<file path="config.mk">
export PLATFORM = sky130hd
export DESIGN_NAME = alu_share_arbiter_flat
export DESIGN_NICKNAME = d
export VERILOG_FILES = /design/src/rtl/alu_share_arbiter_if.sv /design/src/rtl/alu_share_arbiter.sv /design/src/flat_wrapper.sv
export SDC_FILE = /design/constraint.sdc
export NUM_CORES = 1
export LEC_CHECK = 0
export ABC_AREA = 1
export CORE_ASPECT_RATIO = 2
export CORE_MARGIN = 1
export CORE_UTILIZATION = 40
export DETAILED_ROUTE_END_ITERATION = 8
export PLACE_DENSITY = 0.83
export SYNTH_ARGS = -nofsm -noshare
export SYNTH_HDL_FRONTEND = slang
export SYNTH_SLANG_ARGS = --single-unit
</file>
<file path="constraint.sdc">
create_clock -name clk -period 2.3 [get_ports clk]
set_input_delay 0.46 -clock clk [delete_from_list [all_inputs] [get_ports clk]]
set_output_delay 0.46 -clock clk [all_outputs]
set_load 0.005 [all_outputs]
</file>
<file path="src/rtl/alu_share_arbiter_if.sv">
// alu_share_arbiter_if: bus bundle between two ALU requesters, the shared ALU and the response consumer.
// slave  : arbiter side (takes requests, drives the ALU, returns the response)
// master : environment side (requesters, ALU model, response consumer)
interface alu_share_arbiter_if #(
    parameter int DATA_WIDTH = 32,
    parameter int CTRL_WIDTH = 4
);
    logic                  req0_valid;
    logic                  req0_ready;
    logic [DATA_WIDTH-1:0] req0_operand_a;
    logic [DATA_WIDTH-1:0] req0_operand_b;
    logic [CTRL_WIDTH-1:0] req0_alu_control;
    logic                  req1_valid;
    logic                  req1_ready;
    logic [DATA_WIDTH-1:0] req1_operand_a;
    logic [DATA_WIDTH-1:0] req1_operand_b;
    logic [CTRL_WIDTH-1:0] req1_alu_control;
    logic [DATA_WIDTH-1:0] alu_operand_a;
    logic [DATA_WIDTH-1:0] alu_operand_b;
    logic [CTRL_WIDTH-1:0] alu_control;
    logic [DATA_WIDTH-1:0] alu_result;
    logic                  alu_zero;
    logic                  resp_valid;
    logic                  resp_ready;
    logic [DATA_WIDTH-1:0] resp_result;
    logic                  resp_zero;
    logic                  resp_id;

    modport slave (
        input  req0_valid, req0_operand_a, req0_operand_b, req0_alu_control,
        input  req1_valid, req1_operand_a, req1_operand_b, req1_alu_control,
        input  alu_result, alu_zero, resp_ready,
        output req0_ready, req1_ready,
        output alu_operand_a, alu_operand_b, alu_control,
        output resp_valid, resp_result, resp_zero, resp_id
    );

    modport master (
        output req0_valid, req0_operand_a, req0_operand_b, req0_alu_control,
        output req1_valid, req1_operand_a, req1_operand_b, req1_alu_control,
        output alu_result, alu_zero, resp_ready,
        input  req0_ready, req1_ready,
        input  alu_operand_a, alu_operand_b, alu_control,
        input  resp_valid, resp_result, resp_zero, resp_id
    );
endinterface

</file>
<file path="src/rtl/alu_share_arbiter.sv">
// alu_share_arbiter: round-robin sharing of one ALU between two requesters (accept -> execute -> respond).
// clk, rst_n (async active-low); bus: requester handshakes, shared ALU operands/result, tagged response.
module alu_share_arbiter #(
    parameter int DATA_WIDTH = 32,
    parameter int CTRL_WIDTH = 4
) (
    input logic              clk,
    input logic              rst_n,
    alu_share_arbiter_if.slave bus
);
    typedef enum logic [1:0] {IDLE, EXEC, RESP} state_t;
    state_t                state_q, state_d;
    logic                  ptr_q, ptr_d;
    logic                  id_q, id_d;
    logic                  resp_valid_q, resp_valid_d;
    logic                  resp_zero_q, resp_zero_d;
    logic [DATA_WIDTH-1:0] op_a_q, op_a_d;
    logic [DATA_WIDTH-1:0] op_b_q, op_b_d;
    logic [DATA_WIDTH-1:0] resp_result_q, resp_result_d;
    logic [CTRL_WIDTH-1:0] ctrl_q, ctrl_d;
    logic                  gnt0, gnt1;
    // ptr_q=1 favours requester 1 when both are valid
    assign gnt1 = bus.req1_valid & (~bus.req0_valid | ptr_q);
    assign gnt0 = bus.req0_valid & ~gnt1;
    assign bus.req0_ready    = (state_q == IDLE) & gnt0;
    assign bus.req1_ready    = (state_q == IDLE) & gnt1;
    assign bus.alu_operand_a = op_a_q;
    assign bus.alu_operand_b = op_b_q;
    assign bus.alu_control   = ctrl_q;
    assign bus.resp_valid    = resp_valid_q;
    assign bus.resp_result   = resp_result_q;
    assign bus.resp_zero     = resp_zero_q;
    assign bus.resp_id       = id_q;
    always_comb begin
        state_d       = state_q;
        ptr_d         = ptr_q;
        id_d          = id_q;
        op_a_d        = op_a_q;
        op_b_d        = op_b_q;
        ctrl_d        = ctrl_q;
        resp_valid_d  = resp_valid_q;
        resp_result_d = resp_result_q;
        resp_zero_d   = resp_zero_q;
        unique case (state_q)
            IDLE: if (gnt0 | gnt1) begin
                op_a_d  = gnt1 ? bus.req1_operand_a : bus.req0_operand_a;
                op_b_d  = gnt1 ? bus.req1_operand_b : bus.req0_operand_b;
                ctrl_d  = gnt1 ? bus.req1_alu_control : bus.req0_alu_control;
                id_d    = gnt1;
                state_d = EXEC;
            end
            EXEC: begin
                resp_result_d = bus.alu_result;
                resp_zero_d   = bus.alu_zero;
                resp_valid_d  = 1'b1;
                state_d       = RESP;
            end
            RESP: if (bus.resp_ready) begin
                resp_valid_d = 1'b0;
                ptr_d        = ~id_q;
                state_d      = IDLE;
            end
            default: state_d = IDLE;
        endcase
    end
    always_ff @(posedge clk or negedge rst_n) begin
        if (!rst_n) begin
            state_q       <= IDLE;
            ptr_q         <= 1'b0;
            id_q          <= 1'b0;
            op_a_q        <= '0;
            op_b_q        <= '0;
            ctrl_q        <= '0;
            resp_valid_q  <= 1'b0;
            resp_result_q <= '0;
            resp_zero_q   <= 1'b0;
        end else begin
            state_q       <= state_d;
            ptr_q         <= ptr_d;
            id_q          <= id_d;
            op_a_q        <= op_a_d;
            op_b_q        <= op_b_d;
            ctrl_q        <= ctrl_d;
            resp_valid_q  <= resp_valid_d;
            resp_result_q <= resp_result_d;
            resp_zero_q   <= resp_zero_d;
        end
    end
endmodule

</file>
<file path="src/flat_wrapper.sv">
// flat-port wrapper written by rule: the top's interface ports become plain ports
module alu_share_arbiter_flat 
#(
    parameter int DATA_WIDTH = 32,
    parameter int CTRL_WIDTH = 4
)
  (clk, rst_n, bus_req0_valid, bus_req0_operand_a, bus_req0_operand_b, bus_req0_alu_control, bus_req1_valid, bus_req1_operand_a, bus_req1_operand_b, bus_req1_alu_control, bus_alu_result, bus_alu_zero, bus_resp_ready, bus_req0_ready, bus_req1_ready, bus_alu_operand_a, bus_alu_operand_b, bus_alu_control, bus_resp_valid, bus_resp_result, bus_resp_zero, bus_resp_id);
  alu_share_arbiter_if #(.DATA_WIDTH(DATA_WIDTH), .CTRL_WIDTH(CTRL_WIDTH)) bus_i ();
  input logic clk;
  input logic rst_n;
  input wire logic [$bits(bus_i.req0_valid)-1:0] bus_req0_valid;
  input wire logic [$bits(bus_i.req0_operand_a)-1:0] bus_req0_operand_a;
  input wire logic [$bits(bus_i.req0_operand_b)-1:0] bus_req0_operand_b;
  input wire logic [$bits(bus_i.req0_alu_control)-1:0] bus_req0_alu_control;
  input wire logic [$bits(bus_i.req1_valid)-1:0] bus_req1_valid;
  input wire logic [$bits(bus_i.req1_operand_a)-1:0] bus_req1_operand_a;
  input wire logic [$bits(bus_i.req1_operand_b)-1:0] bus_req1_operand_b;
  input wire logic [$bits(bus_i.req1_alu_control)-1:0] bus_req1_alu_control;
  input wire logic [$bits(bus_i.alu_result)-1:0] bus_alu_result;
  input wire logic [$bits(bus_i.alu_zero)-1:0] bus_alu_zero;
  input wire logic [$bits(bus_i.resp_ready)-1:0] bus_resp_ready;
  output wire logic [$bits(bus_i.req0_ready)-1:0] bus_req0_ready;
  output wire logic [$bits(bus_i.req1_ready)-1:0] bus_req1_ready;
  output wire logic [$bits(bus_i.alu_operand_a)-1:0] bus_alu_operand_a;
  output wire logic [$bits(bus_i.alu_operand_b)-1:0] bus_alu_operand_b;
  output wire logic [$bits(bus_i.alu_control)-1:0] bus_alu_control;
  output wire logic [$bits(bus_i.resp_valid)-1:0] bus_resp_valid;
  output wire logic [$bits(bus_i.resp_result)-1:0] bus_resp_result;
  output wire logic [$bits(bus_i.resp_zero)-1:0] bus_resp_zero;
  output wire logic [$bits(bus_i.resp_id)-1:0] bus_resp_id;
  assign bus_i.req0_valid = bus_req0_valid;
  assign bus_i.req0_operand_a = bus_req0_operand_a;
  assign bus_i.req0_operand_b = bus_req0_operand_b;
  assign bus_i.req0_alu_control = bus_req0_alu_control;
  assign bus_i.req1_valid = bus_req1_valid;
  assign bus_i.req1_operand_a = bus_req1_operand_a;
  assign bus_i.req1_operand_b = bus_req1_operand_b;
  assign bus_i.req1_alu_control = bus_req1_alu_control;
  assign bus_i.alu_result = bus_alu_result;
  assign bus_i.alu_zero = bus_alu_zero;
  assign bus_i.resp_ready = bus_resp_ready;
  assign bus_req0_ready = bus_i.req0_ready;
  assign bus_req1_ready = bus_i.req1_ready;
  assign bus_alu_operand_a = bus_i.alu_operand_a;
  assign bus_alu_operand_b = bus_i.alu_operand_b;
  assign bus_alu_control = bus_i.alu_control;
  assign bus_resp_valid = bus_i.resp_valid;
  assign bus_resp_result = bus_i.resp_result;
  assign bus_resp_zero = bus_i.resp_zero;
  assign bus_resp_id = bus_i.resp_id;
  alu_share_arbiter #(.DATA_WIDTH(DATA_WIDTH), .CTRL_WIDTH(CTRL_WIDTH)) u_core (.clk(clk), .rst_n(rst_n), .bus(bus_i));
endmodule
</file>
==> reports/summary.txt, run 1 <==
RUN STATUS
-------------------------------------------------------------------------------------------------
Run status ......................................................................... finished, final reports clean

SETUP PATH
-------------------------------------------------------------------------------------------------
Slowest cell on the critical path .................................................. sky130_fd_sc_hd__clkdlybuf4s50_1
Register-to-Register Setup Slack ...................................................       500 ps
Worst Reg2Reg Path Length in Cells .................................................            7
Kind of critical path .............................................................. primary input to primary output
Crit-path max FO ...................................................................            4
Origin of the critical flop-to-flop path ........................................... u_core.state_q[1]
Delay of the slowest cell on the worst path ........................................       500 ps
CP Launch Type ..................................................................... primary input
Crit end category .................................................................. primary output
Required time at the endpoint of the critical path .................................      1840 ps
Worst EP arrival ...................................................................      1800 ps
Critical path, cell by cell ........................................................ clkdlybuf4s50_1, nand2_2, nand3_2, inv_1, clkdlybuf4s50_1
Cell repeated most along the worst path ............................................ sky130_fd_sc_hd__clkdlybuf4s50_1
Buffers & Inverters on Critical Path ...............................................            3
Reg-to-Reg End ..................................................................... u_core.bus.alu_operand_b[1]
Top delay family on crit path ...................................................... buffers and inverters

CLOCK NETWORK
-------------------------------------------------------------------------------------------------
Buffer depth of the longest clock path .............................................            2
CTS H-tree depth ...................................................................            3
Library cell used as clock root buffer ............................................. sky130_fd_sc_hd__clkbuf_16
CTS Sinks ..........................................................................          106
Number of buffers inserted during clock tree synthesis .............................            9
Clock network latency to the later pin of the worst-skew pair ......................       340 ps
CTS clock-pin slew for the worst setup and hold paths ..............................        70 ps
CTS tree ...........................................................................          yes

LOGIC SYNTHESIS
-------------------------------------------------------------------------------------------------
Flop and latch count out of synthesis ..............................................          106
Area of the mapped netlist .........................................................    5060 um^2
Net count after synthesis ..........................................................          858
Average instance area after synthesis ..............................................    7.40 um^2
Synthesis Warnings .................................................................            0
Sequential-to-total area share from yosys stat .....................................        52.4%
Number of distinct library cell variants in the gate-level netlist after synthesis .           16
Number of instances in the synthesized netlist .....................................          684

PLACEMENT
-------------------------------------------------------------------------------------------------
DP Wirelength ......................................................................     12600 um
Total instance count after detailed placement ......................................         1073
Setup WS pre-CTS ...................................................................      20.7 ps
Gpl congestion .....................................................................        0.833
Count of port buffers added during placement .......................................          278

DETAILED ROUTING
-------------------------------------------------------------------------------------------------
Avg Vias per Cell ..................................................................         4.98
Wirelength per Cell ................................................................      15.6 um
Detailed router's first-iteration violation count ..................................          326
Final routed DRC violation total ...................................................            0
Vias after detailed routing ........................................................         5426
DRT Pass-1 Iters ...................................................................            5
Routed wire length .................................................................     17000 um
Antenna-violating nets left ........................................................            0

CELLS AND AREA
-------------------------------------------------------------------------------------------------
Finished Layout Cells ..............................................................         1090
Net count of the finished layout ...................................................         1112
Most common cell after layout, fill and taps aside ................................. sky130_fd_sc_hd__nand2_1
Ratio of cells with drive above 1 in the final layout ..............................        4.14%
Area delta synth->final ............................................................        63.1%
Final standard cell utilization of the core ........................................        67.3%
Antenna cells ......................................................................            0
Leading cell types in the layout, fill and taps excluded ........................... sky130_fd_sc_hd__nand2_1, sky130_fd_sc_hd__clkdlybuf4s50_1, sky130_fd_sc_hd__nand3_1

GLOBAL ROUTE
-------------------------------------------------------------------------------------------------
Number of antenna violations at the first check in global routing ..................            0
First-pass GRT wire length .........................................................     25900 um
Global router's overall resource usage .............................................        26.2%
Remaining Overflow, GRT ............................................................            0
Via count of the first global-routing pass .........................................         5219
Largest net degree at the start of global routing ..................................           70

FLOORPLANNING
-------------------------------------------------------------------------------------------------
Die H ..............................................................................       161 um
Die area ...........................................................................   13100 um^2
Row count ..........................................................................           57
Die Wd .............................................................................      81.5 um
Initial cell density of the core ...................................................        41.3%
Total core area ....................................................................   12300 um^2
Ports ..............................................................................          279

WORST HOLD PATH
-------------------------------------------------------------------------------------------------
Class of the tightest hold or removal check ........................................ primary input to asynchronous set/reset pin

PWR
-------------------------------------------------------------------------------------------------
Maximum vdd ir drop ................................................................    0.00123 V
Leakage component of the power .....................................................   0.00413 uW
Power density cells ................................................................ 1160 nW/um^2

TIMING
-------------------------------------------------------------------------------------------------
Post-Route Skew ....................................................................      6.08 ps
Sum of negative setup slack ........................................................         0 ps
Unrepaired setup endpoints after global routing ....................................          yes
Period utilisation layout ..........................................................        98.5%
Number of endpoints with negative hold slack in the final report ...................            0
Shortest period the worst path allows ..............................................      2260 ps
Slack of the critical path .........................................................      35.4 ps
Final setup vio count ..............................................................            0
Headroom to the max-slew limit .....................................................        54.0%
Highest Clock Rate .................................................................      442 MHz
Final max-slew violation count .....................................................            0
Least-Margin Pin Slew ..............................................................       690 ps

RUN
-------------------------------------------------------------------------------------------------
Number of maximum-capacitance constraint violations ................................            0

## area by class of cell
class	count	area (um^2)
inverters	6	22.5
repair buffers	292	2910
well taps	147	184
multi-input cells	523	2160
clock inverters	5	85.1
clock buffers	11	243
fillers	1030	4010
flip-flops and latches	106	2650
## logic make-up after synthesis
| logic type | after synthesis | share of synthesized area [%] |
|---|---|---|
| AOI/OAI and AO/OA | 3 | 0.296 |
| DFF | 106 | 52.4 |
| buffers and inverters | 55 | 4.94 |
| and+or+nand+nor | 520 | 42.3 |
## where the power goes
| part | leakage [uW] | switching [uW] | total [uW] | internal (uW) |
|---|---|---|---|---|
| registers | 0.00131 | 487 | 3250 | 2770 |
| logic | 0.00266 | 2230 | 4670 | 2440 |
| clock network | 0.000156 | 685 | 1680 | 991 |
## metal layers
layer	part of all wire [%]	global-route usage, %
met3	6.1	5.76
met2	54	46.5
met5	0	0
met4	4.0	12.3
met1	36	28.4
## registers in the layout (all words and copies together), names as in the netlist
register                  cells
u_core.bus.alu_control        4
u_core.bus.alu_operand_a     32
u_core.bus.alu_operand_b     32
u_core.bus.resp_id            1
u_core.bus.resp_result       32
u_core.bus.resp_valid         1
u_core.bus.resp_zero          1
u_core.ptr_q                  1
u_core.state_q                2
## metrics by stage
step	instance area (um^2)	hold WS [ps]	total power, uW
global route	8250	66.9	10300
finish	8250	49.0	9600
global placement	7920	426	7870
detailed placement	7920	429	8000
CTS	8250	53.5	9700
floorplan	5060	164	5250
## worst register-to-register path, delay by kind of cell, from the launching register on
family / cells / cell delay (ps)
buf+inv: 2 / 620
flops: 1 / 420
simple gates: 5 / 700
## timing repair
item                       4_1_cts  5_1_grt
setup endpoints to repair        0        2
buffers inserted                 0        1
resized for setup                0        0
hold buffers                     0        0
## cell usage after synthesis
cell type | n | area share [%]
sky130_fd_sc_hd__nand3_1 | 138 | 14
sky130_fd_sc_hd__buf_2 | 17 | 1.7
sky130_fd_sc_hd__o21ai_0 | 1 | 0.099
sky130_fd_sc_hd__clkbuf_1 | 25 | 1.9
sky130_fd_sc_hd__a21oi_1 | 1 | 0.099
sky130_fd_sc_hd__buf_6 | 1 | 0.22
sky130_fd_sc_hd__buf_4 | 4 | 0.59
sky130_fd_sc_hd__nor2_2 | 2 | 0.25
sky130_fd_sc_hd__inv_1 | 5 | 0.37
sky130_fd_sc_hd__o21ai_1 | 1 | 0.099
sky130_fd_sc_hd__dfrtp_1 | 106 | 52
sky130_fd_sc_hd__nand3_2 | 1 | 0.20
sky130_fd_sc_hd__nand2_2 | 3 | 0.37
sky130_fd_sc_hd__nand2_1 | 376 | 28
sky130_fd_sc_hd__buf_1 | 2 | 0.15
sky130_fd_sc_hd__inv_2 | 1 | 0.074
## how the worst max path moves through the flow
| stage | cells after the start | start | endpoint | slack (ps) |
|---|---|---|---|---|
| floorplan | 6 | bus_req1_valid | bus_req0_ready | 690 |
| global placement | 5 | bus_req0_valid | bus_req1_ready | 60 |
| detailed placement | 5 | bus_req0_valid | bus_req1_ready | 20 |
| CTS | 5 | bus_req0_valid | bus_req1_ready | 10 |
| global route | 5 | bus_req0_valid | bus_req1_ready | -2 |
| finish | 5 | bus_req0_valid | bus_req1_ready | 40 |
Note: power is estimated with default switching activity, not from simulation.
==> run 2: changes to the inputs <==
CORE_UTILIZATION = 35   (was 40)
PLACE_DENSITY = 0.77   (was 0.83)
clock period = 1.9 ns   (was 2.3 ns; I/O delays follow)
==> reports/summary.txt, run 2 (synthesis gave the netlist of run 1 again) <==
DETAILED ROUTING
--------------------------------------------------------------------------------
DRT Pass-1 Iters ..................................................            4   -1
Antenna-violating nets left .......................................            0   unchanged
Vias after detailed routing .......................................         5382   -0.81%
Routed wire length ................................................     17200 um   +1.3%
Avg Vias per Cell .................................................         4.72   -5.2%
Final routed DRC violation total ..................................            0   unchanged
Wirelength per Cell ...............................................      15.1 um   -3.1%
Detailed router's first-iteration violation count .................          225   -31%

SETUP PATH
--------------------------------------------------------------------------------
Worst Reg2Reg Path Length in Cells ................................            8   +1
Crit end category ................................................. primary output
Slowest cell on the critical path ................................. sky130_fd_sc_hd__dfrtp_1
Crit-path max FO ..................................................            3   -1
Required time at the endpoint of the critical path ................      1520 ps   -320 ps
CP Depth ..........................................................            5   unchanged
Critical path, cell by cell ....................................... nor2_4, buf_4, nand3_2, inv_1, dlygate4sd2_1
Worst EP arrival ..................................................      1420 ps   -380 ps
Kind of critical path ............................................. flop to primary output
Delay of the slowest cell on the worst path .......................       400 ps   -100 ps
CP Launch Type ....................................................         flop
Top delay family on crit path ..................................... buffers and inverters
Buffers & Inverters on Critical Path ..............................            3   unchanged

PWR
--------------------------------------------------------------------------------
Leakage component of the power ....................................   0.00417 uW   +0.91%
Power density cells ............................................... 1380 nW/um^2   +19%
Power dissipated by switching net loads ...........................      4150 uW   +22%
Total internal power ..............................................      7390 uW   +19%
Comb power frac ...................................................        49.5%   +0.8 points
Fraction of power consumed by the clock network ...................        16.4%   -1.0 points
Switching share of total power ....................................        35.9%   +0.51 points
Maximum vdd ir drop ...............................................   0.000882 V   -28%
Sequential power share ............................................        34.0%   about the same

FLOORPLANNING
--------------------------------------------------------------------------------
Die Wd ............................................................      87.0 um   +6.7%
Initial cell density of the core ..................................        36.0%   -5.2 points
Die area ..........................................................   15000 um^2   +14%
Total core area ...................................................   14000 um^2   +14%
Ports .............................................................          279   unchanged
Row count .........................................................           61   +7.0%
Die H .............................................................       172 um   +6.8%

TIMING
--------------------------------------------------------------------------------
Slack of the critical path ........................................      97.6 ps   +62.1 ps
Final max-slew violation count ....................................            0   unchanged
Period utilisation layout .........................................        94.9%
Minimum hold slack ................................................      20.9 ps   -28.1 ps
Headroom to the max-slew limit ....................................        61.8%   +7.8 points
Post-Route Skew ...................................................      9.85 ps   +3.77 ps
Final setup vio count .............................................            0   unchanged
Number of endpoints with negative hold slack in the final report ..            0   unchanged
Highest Clock Rate ................................................      555 MHz
Unrepaired setup endpoints after global routing ...................           no
Least-Margin Pin Slew .............................................       572 ps   -118 ps
Shortest period the worst path allows .............................      1800 ps

CLOCK NETWORK
--------------------------------------------------------------------------------
CTS H-tree depth ..................................................            3   unchanged
Number of buffers inserted during clock tree synthesis ............            9   unchanged
Buffer depth of the longest clock path ............................            2   unchanged
Clock network latency to the later pin of the worst-skew pair .....       340 ps   about the same
CTS clock-pin slew for the worst setup and hold paths .............        80 ps   about the same
CTS tree ..........................................................          yes
CTS Sinks .........................................................          106   unchanged
Library cell used as clock root buffer ............................ sky130_fd_sc_hd__clkbuf_16

GLOBAL ROUTE
--------------------------------------------------------------------------------
Largest net degree at the start of global routing .................           61   -13%
Remaining Overflow, GRT ...........................................            0   unchanged
Global router's overall resource usage ............................        23.2%   -3.0 points
Via count of the first global-routing pass ........................         5207   -0.23%
First-pass GRT wire length ........................................     26500 um   +2.3%
Number of antenna violations at the first check in global routing .            0   unchanged

CELLS AND AREA
--------------------------------------------------------------------------------
Most common cell after layout, fill and taps aside ................ sky130_fd_sc_hd__nand2_1
Antenna cells .....................................................            0   unchanged
Area delta synth->final ...........................................        64.9%
Ratio of cells with drive above 1 in the final layout .............        5.15%   +1.0 points
Final standard cell utilization of the core .......................        59.4%   -7.8 points
Leading cell types in the layout, fill and taps excluded .......... sky130_fd_sc_hd__nand2_1, sky130_fd_sc_hd__clkdlybuf4s50_1, sky130_fd_sc_hd__nand3_1
Net count of the finished layout ..................................         1121   +0.81%

PLACEMENT
--------------------------------------------------------------------------------
Setup WS pre-CTS ..................................................      -139 ps   -160 ps
Count of port buffers added during placement ......................          278   unchanged
Gpl congestion ....................................................        0.832   about the same
DP Wirelength .....................................................     12700 um   +1.4%

RUN
--------------------------------------------------------------------------------
Number of maximum-capacitance constraint violations ...............            0   unchanged

WORST HOLD PATH
--------------------------------------------------------------------------------
Class of the tightest hold or removal check ....................... primary input to asynchronous set/reset pin

RUN STATUS
--------------------------------------------------------------------------------
Run status ........................................................ finished, final reports clean

-- run 2: through the flow --
stage	std cells	instance area (um^2)	setup TNS [ps]	total power, uW
4_1_cts	1140	8350	0	11700
3_5_place_dp	1122	8020	-982	9710
5_1_grt	1140	8350	0	12400
3_3_place_gp	1122	8020	-235	9560
6_report	1140	8350	0	11500
2_1_floorplan	684	5060	0	6350
-- run 2: final timing paths --
kind / from / end / slack, ps
worst max register to register: u_core.state_q[0] / u_core.bus.alu_operand_b[16] / 310
worst max-delay path: u_core.state_q[0] / bus_req1_ready / 100
max in group asynchronous: rst_n / u_core.state_q[1] / 1560
min in group clk: u_core.bus.resp_result[12] / u_core.bus.resp_result[12] / 470
worst min-delay path: rst_n / u_core.bus.alu_operand_a[9] / 20
worst min register to register: u_core.bus.resp_result[12] / u_core.bus.resp_result[12] / 470
-- run 2: area by class of cell --
cell class	count	area, um^2
Timing Repair Buffer	301	2970
Inverter	6	22.5
Fill cell	1268	5700
Tap cell	189	236
Multi-Input combinational cell	523	2170
Sequential cell	106	2650
Clock inverter	6	75.1
Clock buffer	9	225
-- run 2: power by group through the flow --
stage / sequential [uW] / combinational (uW) / clock [uW]
final: 3930 / 5710 / 1900
after global routing: 4060 / 6350 / 2030
after floorplan: 4020 / 2330 / 0
after CTS: 3930 / 5820 / 1950
after detailed placement: 3950 / 5750 / 0
after global placement: 3920 / 5640 / 0
-- run 2: what timing repair did --
item	CTS	global route
hold buffers	0	0
gates resized for setup	5	0
endpoints found under the setup margin	2	0
endpoints found under the hold margin	0	0
setup buffers	3	0
-- run 2: worst reg2reg max path: stages (launching register included) --
cell                      delay [ps]
sky130_fd_sc_hd__dfrtp_1         400
sky130_fd_sc_hd__nor2_4          140
sky130_fd_sc_hd__buf_4           130
sky130_fd_sc_hd__nand3_2          80
sky130_fd_sc_hd__buf_4           210
sky130_fd_sc_hd__nand2_2          90
sky130_fd_sc_hd__buf_4           280
sky130_fd_sc_hd__nand2_1         110
sky130_fd_sc_hd__nand2_1          70
-- run 2: metal layers --
layer,GRT usage (%),up-vias,share of wire [%]
met5,0,-,0
met4,10.9,0,3.8
met3,4.20,38,6.0
met2,42.5,201,54
li1,-,2681,-
met1,25.4,2462,36
